$ cat config.mk
export PLATFORM = sky130hd
export DESIGN_NAME = axi4l_rr_master_arbiter
export DESIGN_NICKNAME = d
export VERILOG_FILES = /design/src/rtl/axi4l_arb_pkg.sv /design/src/rtl/rr_grant.sv /design/src/rtl/axi4l_rr_master_arbiter.sv
export SDC_FILE = /design/constraint.sdc
export NUM_CORES = 1
export LEC_CHECK = 0
export ABC_AREA = 1
export CORE_MARGIN = 2
export CORE_UTILIZATION = 42
export DETAILED_ROUTE_END_ITERATION = 10
export GPL_TIMING_DRIVEN = 1
export HOLD_SLACK_MARGIN = 0.03
export PLACE_DENSITY_LB_ADDON = 0.2
export SYNTH_ARGS = -nofsm -noshare
export SYNTH_HDL_FRONTEND = slang
export SYNTH_SLANG_ARGS = --single-unit
$ cat constraint.sdc
create_clock -name aclk -period 3 [get_ports aclk]
set_input_delay 0.6 -clock aclk [delete_from_list [all_inputs] [get_ports aclk]]
set_output_delay 0.6 -clock aclk [all_outputs]
set_load 0.02 [all_outputs]
$ cat src/rtl/axi4l_arb_pkg.sv
// Shared types for the AXI4-Lite round-robin master arbiter: FSM states and response codes.
package axi4l_arb_pkg;

  typedef enum logic [2:0] {
    IDLE    = 3'd0,
    WR_ADDR = 3'd1,
    WR_RESP = 3'd2,
    RD_ADDR = 3'd3,
    RD_RESP = 3'd4,
    DONE    = 3'd5
  } arb_state_e;

  localparam logic [1:0] RESP_OKAY   = 2'b00;
  localparam logic [1:0] RESP_SLVERR = 2'b10;

  function automatic logic resp_is_err(input logic [1:0] resp);
    return resp != RESP_OKAY;
  endfunction

endpackage

$ cat src/rtl/rr_grant.sv
// Combinational round-robin pick: first requester at or after ptr wins (one-hot + index).
module rr_grant #(
  parameter int NREQ  = 2,
  parameter int IDX_W = 1
) (
  input  logic [NREQ-1:0]  req,
  input  logic [IDX_W-1:0] ptr,
  output logic [NREQ-1:0]  gnt,
  output logic [IDX_W-1:0] gnt_idx,
  output logic             req_any
);

  logic [IDX_W-1:0] cand;

  always_comb begin
    gnt     = '0;
    gnt_idx = '0;
    req_any = 1'b0;
    cand    = '0;
    for (int i = 0; i < NREQ; i++) begin
      cand = IDX_W'((32'(ptr) + 32'(i)) % 32'(NREQ));
      if (!req_any && req[cand]) begin
        req_any      = 1'b1;
        gnt_idx      = cand;
        gnt[cand]    = 1'b1;
      end
    end
  end

endmodule

$ cat src/rtl/axi4l_rr_master_arbiter.sv
// Round-robin arbiter turning client req/ack transfers into single AXI4-Lite transactions.
// Optional response watchdog enabled by defining ARB_TIMEOUT_EN.
module axi4l_rr_master_arbiter
  import axi4l_arb_pkg::*;
#(
  parameter int NREQ    = 2,
  parameter int ADDR_W  = 3,
  parameter int TIMEOUT = 255
) (
  input  logic                   aclk,
  input  logic                   areset_n,
  input  logic [NREQ-1:0]        req,
  input  logic [NREQ-1:0]        we,
  input  logic [NREQ*ADDR_W-1:0] addr,
  input  logic [NREQ*32-1:0]     wdata,
  input  logic [NREQ*4-1:0]      wstrb,
  output logic [NREQ-1:0]        ack,
  output logic [31:0]            rdata,
  output logic                   err,
  output logic                   awvalid,
  input  logic                   awready,
  output logic [ADDR_W-1:0]      awaddr,
  output logic [2:0]             awprot,
  output logic                   wvalid,
  input  logic                   wready,
  output logic [31:0]            wdata_m,
  output logic [3:0]             wstrb_m,
  input  logic                   bvalid,
  output logic                   bready,
  input  logic [1:0]             bresp,
  output logic                   arvalid,
  input  logic                   arready,
  output logic [ADDR_W-1:0]      araddr,
  output logic [2:0]             arprot,
  input  logic                   rvalid,
  output logic                   rready,
  input  logic [31:0]            rdata_m,
  input  logic [1:0]             rresp
);

  localparam int IDX_W = (NREQ > 1) ? $clog2(NREQ) : 1;

  arb_state_e       state, state_nxt;
  logic [IDX_W-1:0] ptr, win_idx;
  logic [NREQ-1:0]  win_oh, gnt_oh;
  logic             req_any;
  logic [ADDR_W-1:0] l_addr;
  logic [31:0]      l_wdata;
  logic [3:0]       l_wstrb;
  logic             aw_done, w_done, aw_fin, w_fin, timeout_hit;

  rr_grant #(.NREQ(NREQ), .IDX_W(IDX_W)) u_grant (
    .req     (req),
    .ptr     (ptr),
    .gnt     (win_oh),
    .gnt_idx (win_idx),
    .req_any (req_any)
  );

`ifdef ARB_TIMEOUT_EN
  localparam int TO_W = $clog2(TIMEOUT + 1);
  logic [TO_W-1:0] wd_cnt;

  always_ff @(posedge aclk or negedge areset_n) begin
    if (!areset_n)                           wd_cnt <= '0;
    else if (state == IDLE || state == DONE) wd_cnt <= '0;
    else                                     wd_cnt <= wd_cnt + 1'b1;
  end

  // Fires on the TIMEOUT-th busy cycle so DONE lands exactly TIMEOUT cycles after leaving IDLE.
  assign timeout_hit = (state inside {WR_ADDR, WR_RESP, RD_ADDR, RD_RESP}) &&
                       (wd_cnt == TO_W'(TIMEOUT - 1));
`else
  logic unused_timeout;
  assign unused_timeout = (TIMEOUT != 0);
  assign timeout_hit    = 1'b0;
`endif

  assign aw_fin  = aw_done | (awvalid & awready);
  assign w_fin   = w_done  | (wvalid  & wready);

  assign awaddr  = l_addr;
  assign araddr  = l_addr;
  assign wdata_m = l_wdata;
  assign wstrb_m = l_wstrb;
  assign awprot  = 3'b000;
  assign arprot  = 3'b000;

  always_comb begin
    state_nxt = state;
    bready    = 1'b0;
    rready    = 1'b0;
    ack       = '0;
    case (state)
      IDLE:    if (req_any) state_nxt = we[win_idx] ? WR_ADDR : RD_ADDR;
      WR_ADDR: if (aw_fin && w_fin) state_nxt = WR_RESP;
      WR_RESP: begin
        bready = 1'b1;
        if (bvalid) state_nxt = DONE;
      end
      RD_ADDR: if (arvalid && arready) state_nxt = RD_RESP;
      RD_RESP: begin
        rready = 1'b1;
        if (rvalid) state_nxt = DONE;
      end
      DONE: begin
        ack       = gnt_oh;
        state_nxt = IDLE;
      end
      default: state_nxt = IDLE;
    endcase
    if (timeout_hit) begin
      state_nxt = DONE;
      bready    = 1'b0;
      rready    = 1'b0;
    end
  end

  always_ff @(posedge aclk or negedge areset_n) begin
    if (!areset_n) begin
      state   <= IDLE;
      ptr     <= '0;
      gnt_oh  <= '0;
      l_addr  <= '0;
      l_wdata <= '0;
      l_wstrb <= '0;
      awvalid <= 1'b0;
      wvalid  <= 1'b0;
      arvalid <= 1'b0;
      aw_done <= 1'b0;
      w_done  <= 1'b0;
      rdata   <= '0;
      err     <= 1'b0;
    end else begin
      state <= state_nxt;
      case (state)
        IDLE: begin
          aw_done <= 1'b0;
          w_done  <= 1'b0;
          if (req_any) begin
            gnt_oh  <= win_oh;
            l_addr  <= addr[win_idx*ADDR_W +: ADDR_W];
            l_wdata <= wdata[win_idx*32 +: 32];
            l_wstrb <= wstrb[win_idx*4 +: 4];
            ptr     <= (32'(win_idx) == NREQ - 1) ? '0 : win_idx + 1'b1;
          end
        end
        // Each channel raises once and drops after its own handshake; order is free.
        WR_ADDR: begin
          if (awvalid && awready) begin
            awvalid <= 1'b0;
            aw_done <= 1'b1;
          end else if (!aw_done) begin
            awvalid <= 1'b1;
          end
          if (wvalid && wready) begin
            wvalid <= 1'b0;
            w_done <= 1'b1;
          end else if (!w_done) begin
            wvalid <= 1'b1;
          end
        end
        WR_RESP: if (bvalid) begin
          err   <= resp_is_err(bresp);
          rdata <= '0;
        end
        RD_ADDR: arvalid <= !(arvalid && arready);
        RD_RESP: if (rvalid) begin
          err   <= resp_is_err(rresp);
          rdata <= rdata_m;
        end
        default: ;
      endcase
      if (timeout_hit) begin
        awvalid <= 1'b0;
        wvalid  <= 1'b0;
        arvalid <= 1'b0;
        err     <= 1'b1;
        rdata   <= '0;
      end
    end
  end

endmodule
==> results of run 1 <==
logic make-up after synthesis:
logic type	Yosys count
buf+inv	57
other cells	1
flops	83
compound gates	131
simple gates	190
Yosys cell counts:
cell type / n / area, um^2
dfrtp_1: 83 / 2077
nand2_1: 92 / 345.3
nand2_2: 2 / 12.51
inv_2: 2 / 7.510
conb_1: 1 / 3.750
a21oi_1: 41 / 205.2
inv_1: 16 / 60.06
o21a_1: 40 / 300.3
nor2_2: 3 / 18.77
buf_4: 12 / 90.09
o21ai_0: 42 / 210.2
nand3_1: 40 / 200.2
o21ai_1: 8 / 40.04
buf_2: 18 / 90.09
nor2_4: 1 / 11.26
nor2_1: 51 / 191.4
nand3b_1: 1 / 7.510
clkbuf_1: 9 / 33.78
report_power, final:
part,internal (mW),switching (mW)
combinational,1.34,1.61
sequential,1.58,0.259
clock,0.641,0.411
total,3.56,2.28
worst reg2reg max path: stages, from the launching register on:
cell and delay, ns:
dfrtp_1 0.40, inv_1 0.12, nand2_2 0.26, nand2_1 0.17, nor2_2 0.07, nor2_4 0.08
buf_4 0.43, o21ai_0 0.20, o21a_1 0.14
stage by stage:
stage | total power [mW] | utilization | instances | setup slack (ns) | hold WS [ns]
global placement | 4.733 | 0.6544 | 752 | 0.5053 | 0.4532
floorplan | 3.538 | - | 467 | 1.388 | 0.3044
finish | 5.847 | 0.6835 | 768 | 0.5708 | 0.4438
global route | 6.224 | 0.6835 | 768 | 0.4570 | 0.4997
CTS | 5.888 | 0.6835 | 768 | 0.5509 | 0.4782
detailed placement | 4.813 | 0.6544 | 752 | 0.4200 | 0.4579
sequential cells by signal, indices dropped and copies added, names as in the netlist:
register and flops:
gnt_oh 2, ptr 1, wvalid 1, araddr 3
w_done 1, awvalid 1, wdata_m 32, arvalid 1
aw_done 1, wstrb_m 4, err 1, rdata 32
state 3
routing by layer:
layer  GRT usage  vias to the layer above  wire length, um
li1            -                     1897                -
met1      0.2802                     1867             4869
met2      0.4027                      137             5747
met3     0.06198                       17              769
met4     0.07376                        0              227
met5           0                        -                0
area by class of cell:
class	instances	area share
repair buffers	213	0.3392
clock buffers	10	0.02050
flip-flops and latches	83	0.3336
inverters	18	0.01085
well taps	111	0.02231
multi-input cells	327	0.2514
clock inverters	6	0.02211
final timing paths:
check,start,end,cells past startpoint
worst max-delay path,state[0],rready,4
worst min-delay path,areset_n,wdata_m[15],1
worst max register to register,ptr,wdata_m[23],8
worst min register to register,rdata[7],rdata[7],2
max in group asynchronous,areset_n,state[1],1
min in group aclk,rdata[7],rdata[7],2
==> impl_summary.log, run 1 <==
INFO  metric routabilityCongestion = 0.8894
INFO  metric synth_simple_gate_area_share = 0.2015
INFO  metric final_tns_setup = 0 ns
INFO  metric max_cap_viol_count = 0
INFO  metric mostFrequentLayoutCell = clkdlybuf4s50_1
INFO  metric crit_arrival = 1.83 ns
INFO  metric tritoncts_clock_tree = built
INFO  metric cts.repair_timing.setup_buffer_count = 0
INFO  metric die_area = 10,090 um^2
INFO  metric synth.lib_cells_used.distinct = 18
INFO  metric clock_tree.htree_level_count = 3
INFO  metric fraction_of_final_layout_cells_with_drive_strength_greater_than_1 = 0.04718
INFO  metric cts_inserted_buffers = 9
INFO  metric worstSetupPathType = flip-flop to output pin
INFO  metric largest_net_degree_at_the_start_of_global_routing = 84
INFO  metric required = 2.40 ns
INFO  metric timing.reg2reg.setup_slack = 1.03 ns
INFO  metric number_of_antenna_violations_at_the_first_check_in_global_routing = 0
INFO  metric grt_first_pass_wirelength = 18.64 mm
INFO  metric first_iter_violations = 142
INFO  metric cts-resized-gates = 0
INFO  metric post_synth.cell_area_avg = 8.452 um^2
INFO  metric critPathMaxFanout = 7
INFO  metric remaining_number_of_nets_flagged_by_the_antenna_check_after_routing = 0
INFO  metric initial_core_util = 0.4287
INFO  metric place.port_buffers = 206
INFO  metric clkSinkCount = 83
INFO  metric worstPathCellList = nor2_2 > nand2_1 > inv_1 > clkdlybuf4s50_1
INFO  metric yosys.area_share.adder = 0
INFO  metric finalSetupViolCount = 0
INFO  metric cpLargestDelayFamily = buffers and inverters
INFO  metric row_count = 35
INFO  metric multi_input_comb_area = 1565 um^2
INFO  metric buffers_and_inverters_on_the_worst_path = 2
INFO  metric top_library_cells_by_usage_in_the_layout_fill_and_taps_aside = clkdlybuf4s50_1 (205), nand2_1 (92), dfrtp_1 (83), nor2_1 (51), o21ai_0 (42)
INFO  metric status = completed
INFO  metric register_area = 2077 um^2
INFO  metric nFillCells = 740
INFO  metric report.final.slew_viol_count = 0
INFO  metric critPathSlowestCell = clkdlybuf4s50_1
INFO  metric worst-slew-pin-transition = 1.053 ns
INFO  metric synth_top_family_by_area = simple AND/OR/NAND/NOR gates
INFO  metric yosys_register_bits = 83
INFO  metric synthToLayoutAreaGrowth = 59.44%
INFO  metric post-route-drc-count = 0
INFO  metric final_period_minus_worst_setup_slack = 2.429 ns
INFO  metric clock_insertion_delay_at_the_later_pin_of_the_skew_report = 0.34 ns
INFO  metric timing.critical_path.slowest_cell_delay = 0.61 ns
INFO  metric die_height = 100.4 um
INFO  metric p_leak = 2.734 nW
INFO  metric core_region_area = 9109 um^2
INFO  metric post_synth_instance_area = 3905 um^2
INFO  metric synth-compound-area-share = 0.1935
INFO  metric vdd_ir_drop_max = 0.4259 mV
INFO  metric first_global_vias = 3,926
INFO  metric design.final.nets = 777
INFO  metric final_min_period_over_clock_period = 0.8097
INFO  metric ys_warn_count = 0
INFO  metric clk_pin_slew_worst_setup_hold_paths = 0.09 ns
INFO  metric finished_layout_cell_area = 6226 um^2
INFO  metric hpwl = 8.078 mm
INFO  metric max-slew-margin-rel = 0.2977
INFO  metric grt.overflow.total = 0
INFO  metric max_freq = 411.7 MHz
INFO  metric dr.pass1.iters = 4
INFO  metric cellPowerDensity = 939.1 nW/um^2
INFO  metric timing.hold.worst.class = input pin to asynchronous set/reset pin
INFO  metric per_cell_routed_wire_length = 15.12 um
INFO  metric rsz0062_at_grt = no
INFO  metric vias = 3,918
INFO  metric clock_tree.root_cell = clkbuf_8
INFO  metric wl = 11.61 mm
INFO  metric grt_usage = 0.2316
INFO  metric clockBufferDepth = 2
INFO  metric io_pins = 213
INFO  metric cts_hold_buf = 0
INFO  metric syn-instance-count = 462
INFO  metric critical_path.endpoint_type = output pin
INFO  metric yosys.area_share.xor_xnor = 0
INFO  metric mux_share_of_post_synthesis_cell_area = 0
INFO  metric placedInstanceArea = 5961 um^2
INFO  metric yosysSeqAreaShare = 0.5319
INFO  metric timing.final.hold_violations = 0
INFO  metric critPathLaunchType = flip-flop
INFO  metric die_w = 100.4 um
INFO  metric skew = 0.01816 ns
INFO  metric viasPerCell = 5.102
INFO  metric n_antenna_cell = 0
No activity file was read; power rests on OpenSTA's default activity.
==> run 2, diff against run 1 <==
--- a/config.mk
+++ b/config.mk
@@ -7,7 +7,7 @@
 export LEC_CHECK = 0
 export ABC_AREA = 1
 export CORE_MARGIN = 2
-export CORE_UTILIZATION = 42
+export CORE_UTILIZATION = 35
 export DETAILED_ROUTE_END_ITERATION = 10
 export GPL_TIMING_DRIVEN = 1
 export HOLD_SLACK_MARGIN = 0.03
==> constraint.sdc (replaced) <==
create_clock -name aclk -period 2 [get_ports aclk]
set_input_delay 0.4 -clock aclk [delete_from_list [all_inputs] [get_ports aclk]]
set_output_delay 0.4 -clock aclk [all_outputs]
set_load 0.02 [all_outputs]
==> run 2 against run 1 <==
  * Register-to-register slack lost 0.58 ns
  * Hold slack better by 0.034 ns
  * Sequential share of layout area decreased by 0.68 points
  * Routed wire length is 1.5% higher
==> impl_summary.log, run 2 (same netlist as run 1, synthesis figures left out) <==
INFO  metric status = completed (unchanged)
INFO  metric report.final.slew_viol_count = 0 (unchanged)
INFO  metric buffers_and_inverters_on_the_worst_path = 3 (was 2)
INFO  metric worst_r2r_startpoint = state[0] (was ptr)
INFO  metric clockBufferDepth = 2 (unchanged)
INFO  metric top_library_cells_by_usage_in_the_layout_fill_and_taps_aside = clkdlybuf4s50_1 (201), nand2_1 (92), dfrtp_1 (83), nor2_1 (51), o21ai_0 (42) (was clkdlybuf4s50_1 (205), nand2_1 (92), dfrtp_1 (83), nor2_1 (51), o21ai_0 (42))
INFO  metric critPathMaxFanout = 4 (was 7)
INFO  metric grt_usage = 0.1992 (was 0.2316)
INFO  metric worst-slew-pin-transition = 0.5277 ns (was 1.053 ns)
INFO  metric dp_slack = 0.1211 ns (was 0.4200 ns)
INFO  metric place.port_buffers = 206 (unchanged)
INFO  metric cpLargestDelayFamily = buffers and inverters (unchanged)
INFO  metric sequentialPowerShare = 0.320 (was 0.314)
INFO  metric final_worst_setup_slack = 0.1109 ns (was 0.5708 ns)
INFO  metric grt.overflow.total = 0 (unchanged)
INFO  metric timing.critical_path.slowest_cell_delay = 0.42 ns (was 0.61 ns)
INFO  metric cts.repair_timing.setup_buffer_count = 0 (unchanged)
INFO  metric dpl.cell_count = 790 (was 752)
INFO  metric required = 1.60 ns (was 2.40 ns)
INFO  metric synthToLayoutAreaGrowth = 62.77% (was 59.44%)
INFO  metric worstSetupPathType = flip-flop to output pin (unchanged)
INFO  metric hpwl = 8.798 mm (was 8.078 mm)
INFO  metric cellPowerDensity = 1362 nW/um^2 (was 939.1 nW/um^2)
INFO  metric die_w = 109.6 um (was 100.4 um)
INFO  metric placedInstanceArea = 6127 um^2 (was 5961 um^2)
INFO  metric crit_arrival = 1.49 ns (was 1.83 ns)
INFO  metric max-slew-margin-rel = 0.6482 (was 0.2977)
INFO  metric timing.reg2reg.setup_slack = 0.45 ns (was 1.03 ns)
INFO  metric switching_share = 0.3969 (was 0.3906)
INFO  metric dr.pass1.iters = 4 (unchanged)
INFO  metric first_global_vias = 3,797 (was 3,926)
INFO  metric p_leak = 2.796 nW (was 2.734 nW)
INFO  metric timing.final.hold_violations = 0 (unchanged)
INFO  metric routabilityCongestion = 0.7978 (was 0.8894)
INFO  metric max_cap_viol_count = 0 (unchanged)
INFO  metric row_count = 38 (was 35)
INFO  metric grt_first_pass_wirelength = 18.36 mm (was 18.64 mm)
INFO  metric worst_setup_path_startpoint = state[1] (was state[0])
INFO  metric critPathLaunchType = flip-flop (unchanged)
INFO  metric initial_core_util = 0.3602 (was 0.4287)
INFO  metric regToRegEndpoint = wdata_m[21] (was wdata_m[23])
INFO  metric cp.depth = 5 (was 4)
INFO  metric design_power_total = 8.656 mW (was 5.847 mW)
INFO  metric per_cell_routed_wire_length = 14.57 um (was 15.12 um)
INFO  metric wl = 11.79 mm (was 11.61 mm)
INFO  metric finalNonFillerCells = 809 (was 768)
INFO  metric timing.hold.worst.class = flip-flop to flip-flop (was input pin to asynchronous set/reset pin)
INFO  metric rsz0062_at_grt = no (unchanged)
INFO  metric critical_path.endpoint_type = output pin (unchanged)
INFO  metric io_pins = 213 (unchanged)
INFO  metric core_region_area = 10,840 um^2 (was 9109 um^2)
INFO  metric die_height = 109.6 um (was 100.4 um)
INFO  metric clock_tree.root_cell = clkbuf_8 (unchanged)
INFO  metric whs_path_depth = 2
INFO  metric clkSinkCount = 83 (unchanged)
INFO  metric power.net_switching = 3.436 mW (was 2.284 mW)
INFO  metric critPathSlowestCell = dfrtp_1 (was clkdlybuf4s50_1)
INFO  metric tritoncts_clock_tree = built (unchanged)
INFO  metric remaining_number_of_nets_flagged_by_the_antenna_check_after_routing = 0 (unchanged)
INFO  metric worstPathCellList = inv_2 > nor2_2 > inv_1 > nor2_1 > clkdlybuf4s15_1 (was nor2_2 > nand2_1 > inv_1 > clkdlybuf4s50_1)
INFO  metric final_min_period_over_clock_period = 0.9445
INFO  metric final_tns_setup = 0 ns (unchanged)
INFO  metric vias = 3,892 (was 3,918)
INFO  metric first_iter_violations = 294 (was 142)
INFO  metric finalSetupViolCount = 0 (unchanged)
INFO  metric p_clk_frac = 0.153 (was 0.180)
INFO  metric clock_tree.htree_level_count = 3 (unchanged)
INFO  metric largest_net_degree_at_the_start_of_global_routing = 45 (was 84)
INFO  metric number_of_antenna_violations_at_the_first_check_in_global_routing = 2 (was 0)
INFO  metric viasPerCell = 4.811 (was 5.102)
INFO  metric crit_path_end = bready (was rready)
INFO  metric vdd_ir_drop_max = 0.7225 mV (was 0.4259 mV)
INFO  metric post-route-drc-count = 0 (unchanged)
INFO  metric clock_insertion_delay_at_the_later_pin_of_the_skew_report = 0.35 ns (was 0.34 ns)
INFO  metric cts_inserted_buffers = 9 (unchanged)
INFO  metric final_core_utilization = 0.5863 (was 0.6835)
INFO  metric design.final.nets = 787 (was 777)
INFO  metric finalHoldWorstSlack = 0.4773 ns (was 0.4438 ns)
INFO  metric fraction_of_final_layout_cells_with_drive_strength_greater_than_1 = 0.05997 (was 0.04718)
INFO  metric finished_layout_cell_area = 6356 um^2 (was 6226 um^2)
INFO  metric clk_pin_slew_worst_setup_hold_paths = 0.09 ns (about the same)
INFO  metric die_area = 12,020 um^2 (was 10,090 um^2)
INFO  metric max_freq = 529.4 MHz
INFO  metric worst-r2r-cell-count = 6 (was 8)
INFO  metric cell_internal_pwr = 5.220 mW (was 3.563 mW)
INFO  metric comb_power_share = 0.527 (was 0.506)
INFO  metric worst_hold_startpoint = rdata[17]
INFO  metric final_period_minus_worst_setup_slack = 1.889 ns
INFO  metric skew = 0.005724 ns (was 0.01816 ns)
INFO  metric mostFrequentLayoutCell = clkdlybuf4s50_1 (unchanged)
==> run 2: tightest hold or removal path: cells and delay by family (launching register included) <==
kind / cells / cell delay (ns)
DFF: 1 / 0.35
and+or+nand+nor: 2 / 0.10
==> run 2: worst min-delay path by stage <==
stage                             end  slack (ns)
after detailed placement  wdata_m[24]        0.41
after floorplan             araddr[0]        0.10
after global routing      wdata_m[28]        0.51
after CTS                   rdata[17]        0.48
after global placement    wdata_m[27]        0.41
final                       rdata[17]        0.48
==> run 2: power groups by stage <==
stage | registers (mW) | logic, mW | clock network [mW]
after floorplan | 3.48 | 1.82 | 0
after global placement | 2.77 | 4.52 | 0
after detailed placement | 2.80 | 4.60 | 0
after CTS | 2.77 | 4.61 | 1.35
after global routing | 2.86 | 4.95 | 1.44
final | 2.77 | 4.56 | 1.32
==> run 2: final cells by class <==
type | count | area, um^2
clock buffer | 10 | 127.6
tap | 140 | 175.2
clock inverter | 6 | 90.09
inverter | 18 | 67.56
antenna | 2 | 5.005
fill | 1007 | 4484
multi-input combinational | 327 | 1565
sequential | 83 | 2077
timing repair buffer | 223 | 2248
==> run 2: timing repair <==
action / in CTS / in global routing
endpoints found under the setup margin: 4 / 1
hold buffers: 1 / 0
hold endpoints to repair: 37 / 0
resized for setup: 4 / 1
==> run 2: metal layers <==
| layer | GRT usage | wire, um | vias to the layer above |
|---|---|---|---|
| met1 | 0.2357 | 4774 | 1841 |
| met5 | 0 | 0 | - |
| met3 | 0.04149 | 713 | 19 |
| met2 | 0.3479 | 6002 | 118 |
| li1 | - | - | 1914 |
| met4 | 0.08770 | 298 | 0 |
